## src/rtl/pc_gen.sv

```systemverilog
// Program-counter generator: prioritised redirect/exception/sequential next-PC with a one-entry pending redirect slot.
// Latency: pc updates one cycle after an accepted fetch; redirected/misalign pulse in the cycle the new pc/pend is loaded.
// Backpressure: pc is held stable while pc_valid & ~(pc_ready & ~stall); late redirects are queued in the pending slot.
module pc_gen #(
    parameter int              XLEN     = 32,
    parameter int              NSRC     = 3,
    parameter int              INC      = 4,
    parameter logic [XLEN-1:0] RESET_PC = XLEN'(32'h0000_3000),
    parameter logic [XLEN-1:0] EXC_VEC  = XLEN'(32'h0000_4180)
) (
    input  logic                 clk,
    input  logic                 rst_n,
    input  logic [NSRC-1:0]      src_req,
    input  logic [NSRC*XLEN-1:0] src_addr,
    input  logic                 exc_req,
    input  logic                 stall,
    input  logic                 halt,
    input  logic                 pc_ready,
    output logic [XLEN-1:0]      pc,
    output logic                 pc_valid,
    output logic [XLEN-1:0]      pc_plus,
    output logic                 redirected,
    output logic                 misalign
);

    typedef enum logic [1:0] {BOOT, RUN, HOLD, HALT} state_t;

    state_t          state;
    logic [XLEN-1:0] pend_addr;
    logic [XLEN-1:0] src_sel;
    logic [XLEN-1:0] target;
    logic            src_any;
    logic            src_mis;
    logic            tgt_mis;
    logic            redir;
    logic            acc;

    assign pc_plus = pc + XLEN'(INC);
    assign acc     = pc_valid & pc_ready & ~stall;

    // Later iterations overwrite earlier ones, so the highest requesting index wins.
    always_comb begin
        src_sel = '0;
        src_any = 1'b0;
        for (int i = 0; i < NSRC; i++) begin
            if (src_req[i]) begin
                src_any = 1'b1;
                src_sel = src_addr[i*XLEN +: XLEN];
            end
        end
        src_mis = src_any & (src_sel[1:0] != 2'b00);
        redir   = exc_req | src_any;
        tgt_mis = ~exc_req & src_mis;
        target  = (exc_req | src_mis) ? EXC_VEC : src_sel;
    end

    always_ff @(posedge clk or negedge rst_n) begin
        if (!rst_n) begin
            state      <= BOOT;
            pc         <= RESET_PC;
            pc_valid   <= 1'b0;
            pend_addr  <= '0;
            redirected <= 1'b0;
            misalign   <= 1'b0;
        end else begin
            redirected <= 1'b0;
            misalign   <= 1'b0;
            case (state)
                BOOT: begin
                    state    <= RUN;
                    pc_valid <= 1'b1;
                end
                RUN, HOLD: begin
                    // halt outranks src redirects but yields to an exception; leaving HOLD drops pend.
                    if (halt && !exc_req) begin
                        state    <= HALT;
                        pc_valid <= 1'b0;
                    end else if (acc) begin
                        state <= RUN;
                        if (redir) begin
                            pc         <= target;
                            redirected <= 1'b1;
                            misalign   <= tgt_mis;
                        end else if (state == HOLD) begin
                            pc         <= pend_addr;
                            redirected <= 1'b1;
                        end else begin
                            pc <= pc_plus;
                        end
                    end else if (redir) begin
                        pend_addr <= target;
                        misalign  <= tgt_mis;
                        state     <= HOLD;
                    end
                end
                HALT: begin
                    if (exc_req) begin
                        pc         <= EXC_VEC;
                        pc_valid   <= 1'b1;
                        redirected <= 1'b1;
                        state      <= RUN;
                    end
                end
                default: begin
                    state    <= BOOT;
                    pc_valid <= 1'b0;
                end
            endcase
        end
    end

endmodule
```

## config.mk

```make
export PLATFORM = sky130hd
export DESIGN_NAME = pc_gen
export DESIGN_NICKNAME = d
export VERILOG_FILES = /design/src/rtl/pc_gen.sv
export SDC_FILE = /design/constraint.sdc
export NUM_CORES = 1
export LEC_CHECK = 0
export BUFFER_PORTS_ARGS = -buffer_cell sky130_fd_sc_hd__clkbuf_2
export CAP_MARGIN = 20
export CELL_PAD_IN_SITES_DETAIL_PLACEMENT = 2
export CELL_PAD_IN_SITES_GLOBAL_PLACEMENT = 2
export CORE_ASPECT_RATIO = 0.7
export CORE_MARGIN = 2
export CORE_UTILIZATION = 28
export CTS_BUF_LIST = sky130_fd_sc_hd__clkbuf_16
export CTS_CLUSTER_SIZE = 10
export DETAILED_ROUTE_END_ITERATION = 7
export PLACE_DENSITY_LB_ADDON = 0.2
export SLEW_MARGIN = 20
export SYNTH_ARGS = -nofsm -noshare
export SYNTH_HDL_FRONTEND = slang
export SYNTH_SLANG_ARGS = --single-unit
```

## constraint.sdc

```tcl
create_clock -name clk -period 2.9 [get_ports clk]
set_input_delay 0.29 -clock clk [delete_from_list [all_inputs] [get_ports clk]]
set_output_delay 0.29 -clock clk [all_outputs]
set_load 0.1 [all_outputs]
```

==> summary.txt <==
Status
  • Status: complete, but fails checks
  • Violated checks: negative hold slack

STA
  • Worst hold slack: -0.00275 ns
  • Slew HR: 42.1%
  • RSZ-0062 raised after global routing: no
  • Fin. max-slew vios: 0
  • Setup violators final: 0
  • Final Hold Fails: 1
  • Worst Max-Slew Pin Slew: 0.868 ns
  • Clock Skew: roughly 0.0075 ns
  • Final period util: a little over nine tenths
  • Fin crit period: ~2.8 ns
  • Fmax: between 0.3 and 0.4 GHz

Final layout
  • Area Growth Syn to Fin: 43.6%
  • Nets@finish: slightly above 800
  • Final instance area: around 6600 um2
  • Most common cell after layout, fill and taps aside: clkbuf_2
  • Layout cells sized above 1: about two fifths
  • Commonest cells after routing, fill and taps aside: clkbuf_2 (156), nand2_1 (110), o21ai_0 (74), dfrtp_1 (45)

Setup path
  • Crit path max-delay family: simple AND/OR/NAND/NOR gates
  • Worst path cell trace: and3_2, nand4_2, nor2_4, or4b_4, xnor2_4, buf_12
  • CP required: 2.61 ns
  • Setup crit end kind: primary output
  • Buf+Inv Stages, Crit Path: 1
  • Max FO, Critical Path: 5
  • Critical path class: register to primary output
  • CP arrival: between 2 and 3 ns
  • Largest stage delay, worst path: ~0.65 ns
  • CP startpoint kind: register
  • Crit-path slowest cell: dfstp_4

Placed design
  • Port Buffer Count: around 170
  • Global placer's final weighted congestion: roughly 0.84
  • Placement Cell Area: approximately 6200 um2
  • Post-detail-place hpwl: 15.5 mm

Logic synthesis
  • Synth top area share: a little under two fifths
  • Cell area after synthesis: between 4000 and 5000 um2
  • Post-synth cell types: 56
  • Synth async-reset ratio: 100%
  • Synth Register Bits: between 60 and 70
  • Post-synth EDFFs: 0
  • Post-Syn Nets: between 600 and 700
  • Register area share after synthesis: ~38%
  • Synthesized area per cell: around 8 um2
  • Mapped Cells: 560
  • Synth warn: 0
  • Leading area contributor after synthesis: dfrtp_1
  • Top FF cell, synth: dfrtp_1
  • Synth area leaders: dfrtp_1 (37%), nand2_1 (9.1%), o21ai_0 (8.1%)

Drt
  • DR vias/cell: between 5 and 6
  • Residual DRC: 0
  • WL/cell: between 20 and 25 um
  • Final ANT Viol Nets: 0
  • Via count: 5029
  • Drt pass-1 iters: 4
  • DRT iter0 DRCs: around 240
  • Total Wirelength: roughly 21 mm

Pwr
  • Reg power frac: 22.5%
  • Switch Pwr: 5.36 mW
  • Internal: about 3.3 mW
  • Part of the power in the clock network: 12.8%
  • Maximum VDD drop: between 0.5 and 0.6 mV
  • P per Cell Area: between 1000 and 1500 nW/um2
  • Logic pwr share: roughly 65%
  • Leakage: slightly above 3 nW
  • Switching share of power: between 60% and 70%

Job
  • MaxCap Viol Count: 0

Global routing
  • Number of global-route vias before repair: roughly 5500
  • Antenna violations before repair: 0
  • First-pass GRT wire length: roughly 33 mm
  • GRT Resource Usage Total: roughly a quarter
  • GR Overflow Total: 0
  • Largest net degree at the start of global routing: 56

Floorplan
  • Num rows: 38
  • Die X: between 150 and 200 um
  • Initial core utilization: between 20 and 30%
  • Std-Cell Core Area: between 15000 and 20000 um2
  • Chip height: between 100 and 150 um
  • Die area: 17300 um2
  • Top Ports: 172

Clock tree
  • Root buffer cell: clkbuf_16
  • CTS buffer count: 9
  • Worst skew pair latency: around 0.35 ns
  • H-tree depth: 3
  • CTS tree: yes
  • Clock transition at path regs: about 0.060 ns
  • Num Clock Sinks: between 60 and 70
  • CTS Buffer Depth: 2

Worst hold path
  • Tightest Hold Check Type: input port to async pin
## cells by family (layout without fill, tap and decap cells)
group | Yosys count | after routing | synth area share [%]
buffers and inverters | 54 | 220 | 5.21
XOR/XNOR | 28 | 28 | 5.38
flip-flops | 69 | 69 | 37.9
multiplexers | 6 | 6 | 1.37
AO/OA/AOI/OAI | 195 | 195 | 27.7
other | 0 | 1 | 0
adder cells (fa/ha/maj) | 4 | 4 | 1.10
AND/OR/NAND/NOR | 204 | 204 | 21.3
## registers in the layout (all words and copies together), names as in the netlist
register and count:
misalign 1, pc 32, pc_valid 1, pend_addr 32, redirected 1, state 2
## power groups by stage
stage | Clock [mW] | Combinational, mW | Sequential (mW)
2_1_floorplan | 0 | 2.90 | 3.18
3_3_place_gp | 0 | 5.47 | 1.90
3_5_place_dp | 0 | 5.57 | 1.94
4_1_cts | 1.12 | 5.60 | 1.93
5_1_grt | 1.16 | 5.84 | 2.02
6_report | 1.10 | 5.59 | 1.94
## cell usage after synthesis, drive strengths merged (8+ instances only)
cell type / instances
clkbuf: 35
a22o: 10
buf: 11
nand3: 15
a22oi: 28
a31oi: 8
o21ai: 87
nand2b: 10
xor2: 11
a21oi: 16
dfrtp: 67
nand2: 111
inv: 8
nor2: 22
xnor2: 17
and3: 8
## worst paths after layout
check	slack, ns	from	end	cells after the start
max	0.08	pc[12]$_DFFE_PN1P_	pc_plus[31]	6
min	-0.003	rst_n	misalign$_DFF_PN0_	1
max reg2reg	0.51	pc[12]$_DFFE_PN1P_	pc[31]$_DFFE_PN0P_	6
min reg2reg	0.48	pend_addr[9]$_DFFE_PN0P_	pend_addr[9]$_DFFE_PN0P_	2
max in group asynchronous	2.13	rst_n	pc[12]$_DFFE_PN1P_	2
min in group clk	0.14	halt	misalign$_DFF_PN0_	2
## metal layers
layer | global-route usage [%] | vias to the layer above | part of all wire (%)
li1 | - | 2343 | -
met1 | 36.0 | 2510 | 50
met2 | 37.5 | 165 | 44
met3 | 5.51 | 11 | 4.9
met4 | 4.34 | 0 | 0.75
met5 | 0 | - | 0
## worst reg2reg max path: stages, from the launching register on
cell	delay, ns
dfstp_4	0.65
and3_2	0.24
nand4_2	0.16
nor2_4	0.19
or4b_4	0.55
and3_1	0.21
a221o_1	0.27
## cell type report
class / count / area, um2
clock inverter: 7 / 58.8
tap: 220 / 275
fill: 1781 / 9190
antenna: 1 / 2.50
inverter: 8 / 30.0
clock buffer: 9 / 225
timing repair buffer: 196 / 1200
multi-input combinational: 437 / 2990
sequential: 69 / 1770
## timing repair
action                                  4_1_cts  5_1_grt
pin swaps                                     2        0
gates resized for setup                       5        9
buffers inserted                              3        2
endpoints found under the setup margin        4        7
hold buffers                                  0        0
## through the flow
| step | TNS [ns] | total power, mW | util [%] | cells | worst slack, ns |
|---|---|---|---|---|---|
| after floorplan | -0.588 | 6.09 | - | 560 | -0.459 |
| after global placement | 0 | 7.37 | 39.2 | 925 | 0.334 |
| after detailed placement | 0 | 7.51 | 39.2 | 925 | 0.287 |
| after CTS | 0 | 8.65 | 41.3 | 944 | 0.00257 |
| after global routing | 0 | 9.02 | 41.6 | 946 | 0.00497 |
| final | 0 | 8.63 | 41.6 | 947 | 0.0843 |
Power figures use the tool's default switching activity.
